===== config.mk =====
export PLATFORM = sky130hd
export DESIGN_NAME = exon_bus
export DESIGN_NICKNAME = d
export VERILOG_FILES = /design/src/rtl/exon_bus_pkg.sv /design/src/rtl/exon_bus_reg.sv /design/src/rtl/exon_bus.sv
export SDC_FILE = /design/constraint.sdc
export NUM_CORES = 1
export LEC_CHECK = 0
export ABC_AREA = 1
export CORE_UTILIZATION = 47
export DETAILED_ROUTE_END_ITERATION = 10
export PLACE_DENSITY = 0.85
export SLEW_MARGIN = 20
export SYNTH_ARGS = -nofsm -noshare
export SYNTH_HDL_FRONTEND = slang
export SYNTH_SLANG_ARGS = --single-unit
export TNS_END_PERCENT = 1

===== constraint.sdc =====
create_clock -name clk -period 1.9 [get_ports clk]
set_input_delay 0.475 -clock clk [delete_from_list [all_inputs] [get_ports clk]]
set_output_delay 0.475 -clock clk [all_outputs]
set_load 0.01 [all_outputs]

===== src/rtl/exon_bus_pkg.sv =====
// Shared constants, bus-source encoding and source priority encoder for exon_bus.
package exon_bus_pkg;

    localparam int unsigned WIDTH_DEFAULT = 8;

    typedef enum logic [2:0] {
        SRC_NONE,
        SRC_IN,
        SRC_A,
        SRC_B,
        SRC_C
    } bus_src_e;

    // External input has highest priority, then A, B, C.
    function automatic bus_src_e bus_src_sel(input logic eni, input logic ena,
                                             input logic enb, input logic enc);
        if (eni) begin
            return SRC_IN;
        end else if (ena) begin
            return SRC_A;
        end else if (enb) begin
            return SRC_B;
        end else if (enc) begin
            return SRC_C;
        end
        return SRC_NONE;
    endfunction

endpackage


===== src/rtl/exon_bus_reg.sv =====
// Loadable WIDTH-bit register with asynchronous active-high clear.
module exon_bus_reg #(
    parameter int unsigned Width = 8
) (
    input  logic             clk_i,
    input  logic             rst_i,
    input  logic             ld_i,
    input  logic [Width-1:0] d_i,
    output logic [Width-1:0] q_o
);

    logic [Width-1:0] q_q;
    logic [Width-1:0] q_d;

    always_comb begin
        q_d = q_q;
        if (ld_i) begin
            q_d = d_i;
        end
    end

    always_ff @(posedge clk_i or posedge rst_i) begin
        if (rst_i) begin
            q_q <= '0;
        end else begin
            q_q <= q_d;
        end
    end

    assign q_o = q_q;

endmodule


===== src/rtl/exon_bus.sv =====
// Three registers sharing one priority-muxed internal bus (zbus).
// Optional EXON_BUS_CONTENTION_EN adds bus_conflict and a saturating conflict_cnt.
module exon_bus
    import exon_bus_pkg::*;
#(
    parameter int unsigned WIDTH = WIDTH_DEFAULT
) (
    input  logic             clk,
    input  logic             rst_n,
    input  logic             ena,
    input  logic             enb,
    input  logic             enc,
    input  logic             eni,
    input  logic             lda,
    input  logic             ldb,
    input  logic             ldc,
    input  logic [WIDTH-1:0] inData,
    output logic [WIDTH-1:0] rega,
    output logic [WIDTH-1:0] regb,
    output logic [WIDTH-1:0] regc,
`ifdef EXON_BUS_CONTENTION_EN
    output logic             bus_conflict,
    output logic [7:0]       conflict_cnt,
`endif
    output logic [WIDTH-1:0] zbus
);

    bus_src_e src;

    // rst_n is active-high: 1 clears the registers.
    exon_bus_reg #(.Width(WIDTH)) u_reg_a (
        .clk_i(clk),
        .rst_i(rst_n),
        .ld_i (lda),
        .d_i  (zbus),
        .q_o  (rega)
    );

    exon_bus_reg #(.Width(WIDTH)) u_reg_b (
        .clk_i(clk),
        .rst_i(rst_n),
        .ld_i (ldb),
        .d_i  (zbus),
        .q_o  (regb)
    );

    exon_bus_reg #(.Width(WIDTH)) u_reg_c (
        .clk_i(clk),
        .rst_i(rst_n),
        .ld_i (ldc),
        .d_i  (zbus),
        .q_o  (regc)
    );

    always_comb begin
        src  = bus_src_sel(eni, ena, enb, enc);
        zbus = '0;
        case (src)
            SRC_IN:  zbus = inData;
            SRC_A:   zbus = rega;
            SRC_B:   zbus = regb;
            SRC_C:   zbus = regc;
            default: zbus = '0;
        endcase
    end

`ifdef EXON_BUS_CONTENTION_EN
    logic [7:0] conflict_cnt_q;
    logic [7:0] conflict_cnt_d;

    assign bus_conflict = (eni & (ena | enb | enc)) | (ena & (enb | enc)) | (enb & enc);

    always_comb begin
        conflict_cnt_d = conflict_cnt_q;
        if (bus_conflict && (conflict_cnt_q != 8'hFF)) begin
            conflict_cnt_d = conflict_cnt_q + 8'd1;
        end
    end

    always_ff @(posedge clk or posedge rst_n) begin
        if (rst_n) begin
            conflict_cnt_q <= '0;
        end else begin
            conflict_cnt_q <= conflict_cnt_d;
        end
    end

    assign conflict_cnt = conflict_cnt_q;
`endif

endmodule


==> results.toml <==
[synthesis]
synth_top_family_by_area = "simple AND/OR/NAND/NOR gates"
synthSimpleGateAreaFrac_pct = 43.1
synth.net_count = 190
netlist_instances = 173
synthesis.area_sq_um = 1290
postSynthAreaPerCell_sq_um = 7.44
postSynthRegisterBits = 24
synth_seq_area_share_pct = 46.6
synth.largest_area_cell = "sky130_fd_sc_hd__dfrtp_1"
synth_area_leaders = "sky130_fd_sc_hd__dfrtp_1 (47%), sky130_fd_sc_hd__nand2_1 (24%), sky130_fd_sc_hd__nand4_1 (7.8%)"
yosysUniqueCellTypes = 13
synth_compound_area_share_pct = 0
synth_top_area_share_pct = 46.6
synth.yosys.warnings = 0
synthMuxAreaShare_pct = 0
synth-adder-area-share_pct = 0
synth_xor_xnor_area_share_pct = 0

[critical_path]
crit_path_end_kind = "output port"
timing.setup.critical_path_class = "input port to output port"
critPathArrivalTime_ns = 1.41
cp-start-kind = "input port"
reg2reg_depth = 8
required_ns = 1.42
critical_path.max_fanout = 4

[placed_design]
place.port_buffers = 48
dp_hpwl_mm = 2.85
place_area_sq_um = 1890
place_congestion = 0.913

[pwr]
peakVddDrop_v = 0.000491
finalPower_uw = 1460
cellPowerDensity_nw_per_um2 = 755
power_leakage_uw = 0.00106

[clock_network]
cts_root_buffer = "sky130_fd_sc_hd__clkbuf_4"
cts_buffers = 3
ctsHtreeMaxLevel = 1
clk_path_buf_depth = 2
cts_tree = "built"
cts.sinks = 24
worstSkewPairLatency_ns = 0.32
cts_hold_buffers = 0
cts.reportedPaths.clkPinSlew_ns = 0.15

[timing]
fmax_ghz = 0.530
final_min_period_over_clock_period_pct = 99.3
period_minus_slack_ns = 1.89
timing_hold_violations_final = 0
grt_setup_unrepaired = "true"
setup_viol_count_final = 0
worst_clk_skew_ns = 0.00410
final_max_slew_viol_count = 0
worst_slew_margin_rel_pct = 79.0
worst-slew-pin-transition_ns = 0.315

[global_route]
grt_first_pass_wirelength_mm = 6.35
track_usage_pct = 30.4
antenna_found_initial = 0
first_global_vias = 1373
overflow = 0
grt_max_degree = 25

[route]
drc = 0
first_iter_violations = 42
pre_antenna_drt_iters = 4
routed_via_density = 5.21
ant_nets = 0
route.vias.total = 1391
routedWlPerCell_um = 14.5
route.final.wire_length_mm = 3.88

[final_layout]
layout-drive-gt1-share_pct = 20.7
syn2layout_area_growth_pct = 49.9
fin_area_sq_um = 1930
n_fill_cell = 202
antenna-diode-count = 0
nets = 255

[min_path]
path_type_of_the_worst_min_delay_path = "input port to async pin"

[die]
die_width_um = 54.3
initial_utilization_pct = 51.0
die-height_um = 54.3
io_pins = 49
fp.dieArea_sq_um = 2950
coreArea_sq_um = 2520
row_count = 18

[run_status]
outcome = "completed"

[job]
max_cap_violations = 0
## synth_stat cells, drive strengths merged
library cell  count
dfrtp            24
nand2            84
buf               8
nand3            11
nor2             11
nand4            16
inv              19
## path summary, 6_finish.rpt
check                                 end  slack (ns)      startpoint
min in group clk           u_reg_a.q_o[3]        0.53  u_reg_a.q_o[3]
max in group asynchronous  u_reg_c.q_o[6]        1.19           rst_n
hold / removal             u_reg_a.q_o[2]        0.48           rst_n
hold reg to reg            u_reg_a.q_o[3]        0.53  u_reg_a.q_o[3]
setup reg to reg           u_reg_b.q_o[7]        0.70  u_reg_a.q_o[7]
setup / recovery                  zbus[0]        0.01             enb
## worst max-delay path: stages
cell and delay, ns:
sky130_fd_sc_hd__dlygate4sd2_1 0.28, sky130_fd_sc_hd__nor2_2 0.11, sky130_fd_sc_hd__buf_4 0.13, sky130_fd_sc_hd__nand4_1 0.09, sky130_fd_sc_hd__nand3_2 0.10, sky130_fd_sc_hd__clkdlybuf4s15_2 0.22
## cell families (layout without fill, tap and decap cells)
group	Yosys count	after routing
buffers and inverters	27	91
DFF	24	24
and+or+nand+nor	122	122
## per-stage QoR
stage	utilization (%)	cells	hold WS, ns	setup slack, ns	TNS [ns]
floorplan	-	173	0.490	0.340	0
global placement	74.8	262	0.490	-0.536	-4.21
CTS	76.7	267	0.483	-0.00520	-0.00520
finish	76.5	267	0.476	0.0129	0
detailed placement	74.8	262	0.502	-0.554	-4.19
global route	76.5	267	0.546	-0.0562	-0.0562
## where the power goes
| part | internal (uW) | switching [uW] | total [uW] |
|---|---|---|---|
| combinational | 232 | 210 | 441 |
| sequential | 572 | 60.9 | 633 |
| clock | 213 | 170 | 383 |
## registers in the layout, summed over array words and instances (netlist names)
register and count:
u_reg_c.q_o 8, u_reg_a.q_o 8, u_reg_b.q_o 8
## layer usage
metal | routed length [um] | GRT usage [%]
met1 | 1670 | 37.6
met2 | 1880 | 52.2
met3 | 249 | 4.17
met4 | 78 | 13.2
met5 | 0 | 0
## area by class of cell
cell class | instances | area (sq um) | area share, %
Timing Repair Buffer | 68 | 601 | 31.1
Inverter | 19 | 71.3 | 3.70
Clock inverter | 1 | 30.0 | 1.56
Clock buffer | 3 | 22.5 | 1.17
Multi-Input combinational cell | 122 | 567 | 29.4
Sequential cell | 24 | 601 | 31.1
Tap cell | 30 | 37.5 | 1.95
## placed cells by master (no fill, tap or decap), drive strengths merged
cell	synthesis	final
buf	8	27
clkbuf	0	4
dfrtp	24	24
clkdlybuf4s50	0	36
inv	19	19
bufinv	0	1
clkdlybuf4s15	0	2
nor2	11	11
nand3	11	11
nand2	84	84
dlygate4sd2	0	2
nand4	16	16
## repair_timing
| item | in CTS | in global routing |
|---|---|---|
| endpoints found under the setup margin | 8 | 5 |
| setup buffers | 1 | 0 |
| pin swaps | 5 | 2 |
| gates resized for setup | 42 | 5 |
No activity file was read; power rests on OpenSTA's default activity.
==> RTL edit, RTL diff (config.mk and constraints unchanged) <==
Change the package constant `WIDTH_DEFAULT` from 8 to 6.
--- a/src/rtl/exon_bus_pkg.sv
+++ b/src/rtl/exon_bus_pkg.sv
@@ -1,7 +1,7 @@
 // Shared constants, bus-source encoding and source priority encoder for exon_bus.
 package exon_bus_pkg;
 
-    localparam int unsigned WIDTH_DEFAULT = 8;
+    localparam int unsigned WIDTH_DEFAULT = 6;
 
     typedef enum logic [2:0] {
         SRC_NONE,
Interface: changed (5 resized); port bits go from 49 to 39. The function was not compared with the original's and may differ.
==> RTL edit against the original RTL <==
  * Utilization increased by 3.8 points
  * Sequential share of layout area about the same
  * Power decreased by 28%
  * Sequential cell count decreased by 6
  * Non-clock buffer count decreased by 16
  * Final area decreased by 25%
  * Die area decreased by 26%
  * Synthesized area decreased by 27%
  * Synthesized cell count decreased by 28%
  * Final cell count decreased by 24%
  * Setup slack about the same
  * Wire length decreased by 20%
  * Highest routed layer unchanged
==> RTL edit: results (changes against the original RTL) <==
Status: finished clean (unchanged)
Post-DP HPWL: 2.218 mm (was 2.851 mm)
Seq/Total Area, Yosys: 48.06% (was 46.65%)
Vias per inst: 5.554 (was 5.210)
Ys flop type: dfrtp_1 (unchanged)
Pint: 717.2 µW (was 1.017 mW)
CTS root buf: clkbuf_4 (unchanged)
Synth cell types: 11 (was 13)
Warnings from Yosys: 0 (unchanged)
Total CTS buffers: 3 (unchanged)
Top power group: registers (unchanged)
R2R Setup Slk: 0.77 ns (was 0.70 ns)
Place WS: -0.6254 ns (was -0.5540 ns)
DRT Wirelength: 3.103 mm (was 3.879 mm)
Syn_nets: 140 (was 190)
Sequential Power Share: 45.2% (was 43.4%)
Pwr Total: 1.050 mW (was 1.457 mW)
Iter 0 DRT Violations: 67 (was 42)
Slowest cell delay on critical path: 0.22 ns (was 0.28 ns)
Clock group: 239 µW (was 383 µW)
Routability cong.: 0.8877 (was 0.9134)
Detailed Routing Iterations Pass 1: 4 (unchanged)
Worst r2r src: u_reg_a.q_o[2] (was u_reg_a.q_o[7])
Vias: 1133 (was 1391)
Worst-Skew Late Latency: 0.29 ns (was 0.32 ns)
Inst Count DP: 196 (was 262)
Port Buffers: 38 (was 48)
# fillers: 131 (was 202)
Diodes inserted: 0 (unchanged)
Hold slack: 0.4768 ns (was 0.4759 ns)
Area post-placement: 1408 µm² (was 1887 µm²)
Max clock buf depth: 2 (unchanged)
Worst Tran Pin Value: 0.3007 ns (was 0.3152 ns)
Mapped Cells: 125 (was 173)
First-pass GRT wire length: 4.740 mm (was 6.348 mm)
CP Data Arrival Time: 1.41 ns (about the same)
Static Leak: 0.7931 nW (was 1.062 nW)
Slowest cell on crit path: clkdlybuf4s15_1 (was dlygate4sd2_1)
Share of post-route cells with drive strength above 1: 19.55% (was 20.68%)
Initial antenna violation count: 0 (unchanged)
Critical R2R Capture: u_reg_a.q_o[2] (was u_reg_b.q_o[7])
Synth top area cells: dfrtp_1 48%, nand2_1 26%, nand4_1 8.0%, nand3_2 6.4%, inv_1 4.8% (was dfrtp_1 47%, nand2_1 24%, nand4_1 7.8%, nand3_2 6.2%, inv_1 5.2%)
Clock-pin slew of the registers on the worst-case setup and hold paths: 0.11 ns (was 0.15 ns)
Worst Reg-to-Reg Cells: 7 (was 8)
Synth cell count leaders: 66 x nand2_1, 18 x dfrtp_1, 12 x inv_1, 12 x nand4_1, 6 x nand3_2 (was 84 x nand2_1, 24 x dfrtp_1, 18 x inv_1)
Largest net degree at the start of global routing: 19 (was 25)
Clock skew after layout: 0.007026 ns (was 0.004097 ns)
Worst min path class: in -> async (unchanged)
Worst IR Drop VDD: 0.5263 mV (was 0.4906 mV)
Vias in the first global route: 999 (was 1373)
Crit-path max FO: 9 (was 4)
Tot GR Track Use: 31.69% (was 30.40%)
## RTL edit: worst max path at each step
stage / start / to / slack (ns) / depth (start not counted)
floorplan: ena / zbus[5] / 0.38 / 4
global placement: ena / zbus[0] / -0.54 / 7
detailed placement: ena / zbus[0] / -0.63 / 5
CTS: ena / zbus[2] / -0.03 / 7
global route: eni / zbus[1] / -0.002 / 6
finish: eni / zbus[1] / 0.01 / 6
## RTL edit: cell families (layout without fill, tap and decap cells)
group	after synthesis	after routing	synth area share, %
simple gates	92	92	44.99
flops	18	18	48.06
buf+inv	15	69	6.941
## RTL edit: worst max-delay path, delay by kind of cell
kind | cells | cell delay, ns
buffers and inverters | 4 | 0.63
AND/OR/NAND/NOR | 2 | 0.30
## RTL edit: cell type report
type | count | area (µm²) | area share [%]
Clock buffer | 4 | 36.28 | 2.509
Inverter | 13 | 51.30 | 3.547
Multi-Input combinational cell | 92 | 429.2 | 29.67
Sequential cell | 18 | 450.4 | 31.14
Tap cell | 25 | 31.28 | 2.163
Timing Repair Buffer | 52 | 447.9 | 30.97
## RTL edit: metal layers
layer / vias to the layer above / share of wire (%) / routed length, µm / track usage (%)
met3: 4 / 9.6 / 298 / 7.843
met5: - / 0 / 0 / 0
met4: 0 / 1.1 / 33 / 8.571
met1: 537 / 39 / 1205 / 41.02
met2: 83 / 50 / 1566 / 52.22
li1: 509 / - / - / -
## RTL edit: repair_timing
item	in CTS	in global routing
setup endpoints to repair	6	4
hold buffers	0	0
pin swaps	1	1
setup buffers	4	0
gates resized for setup	29	5
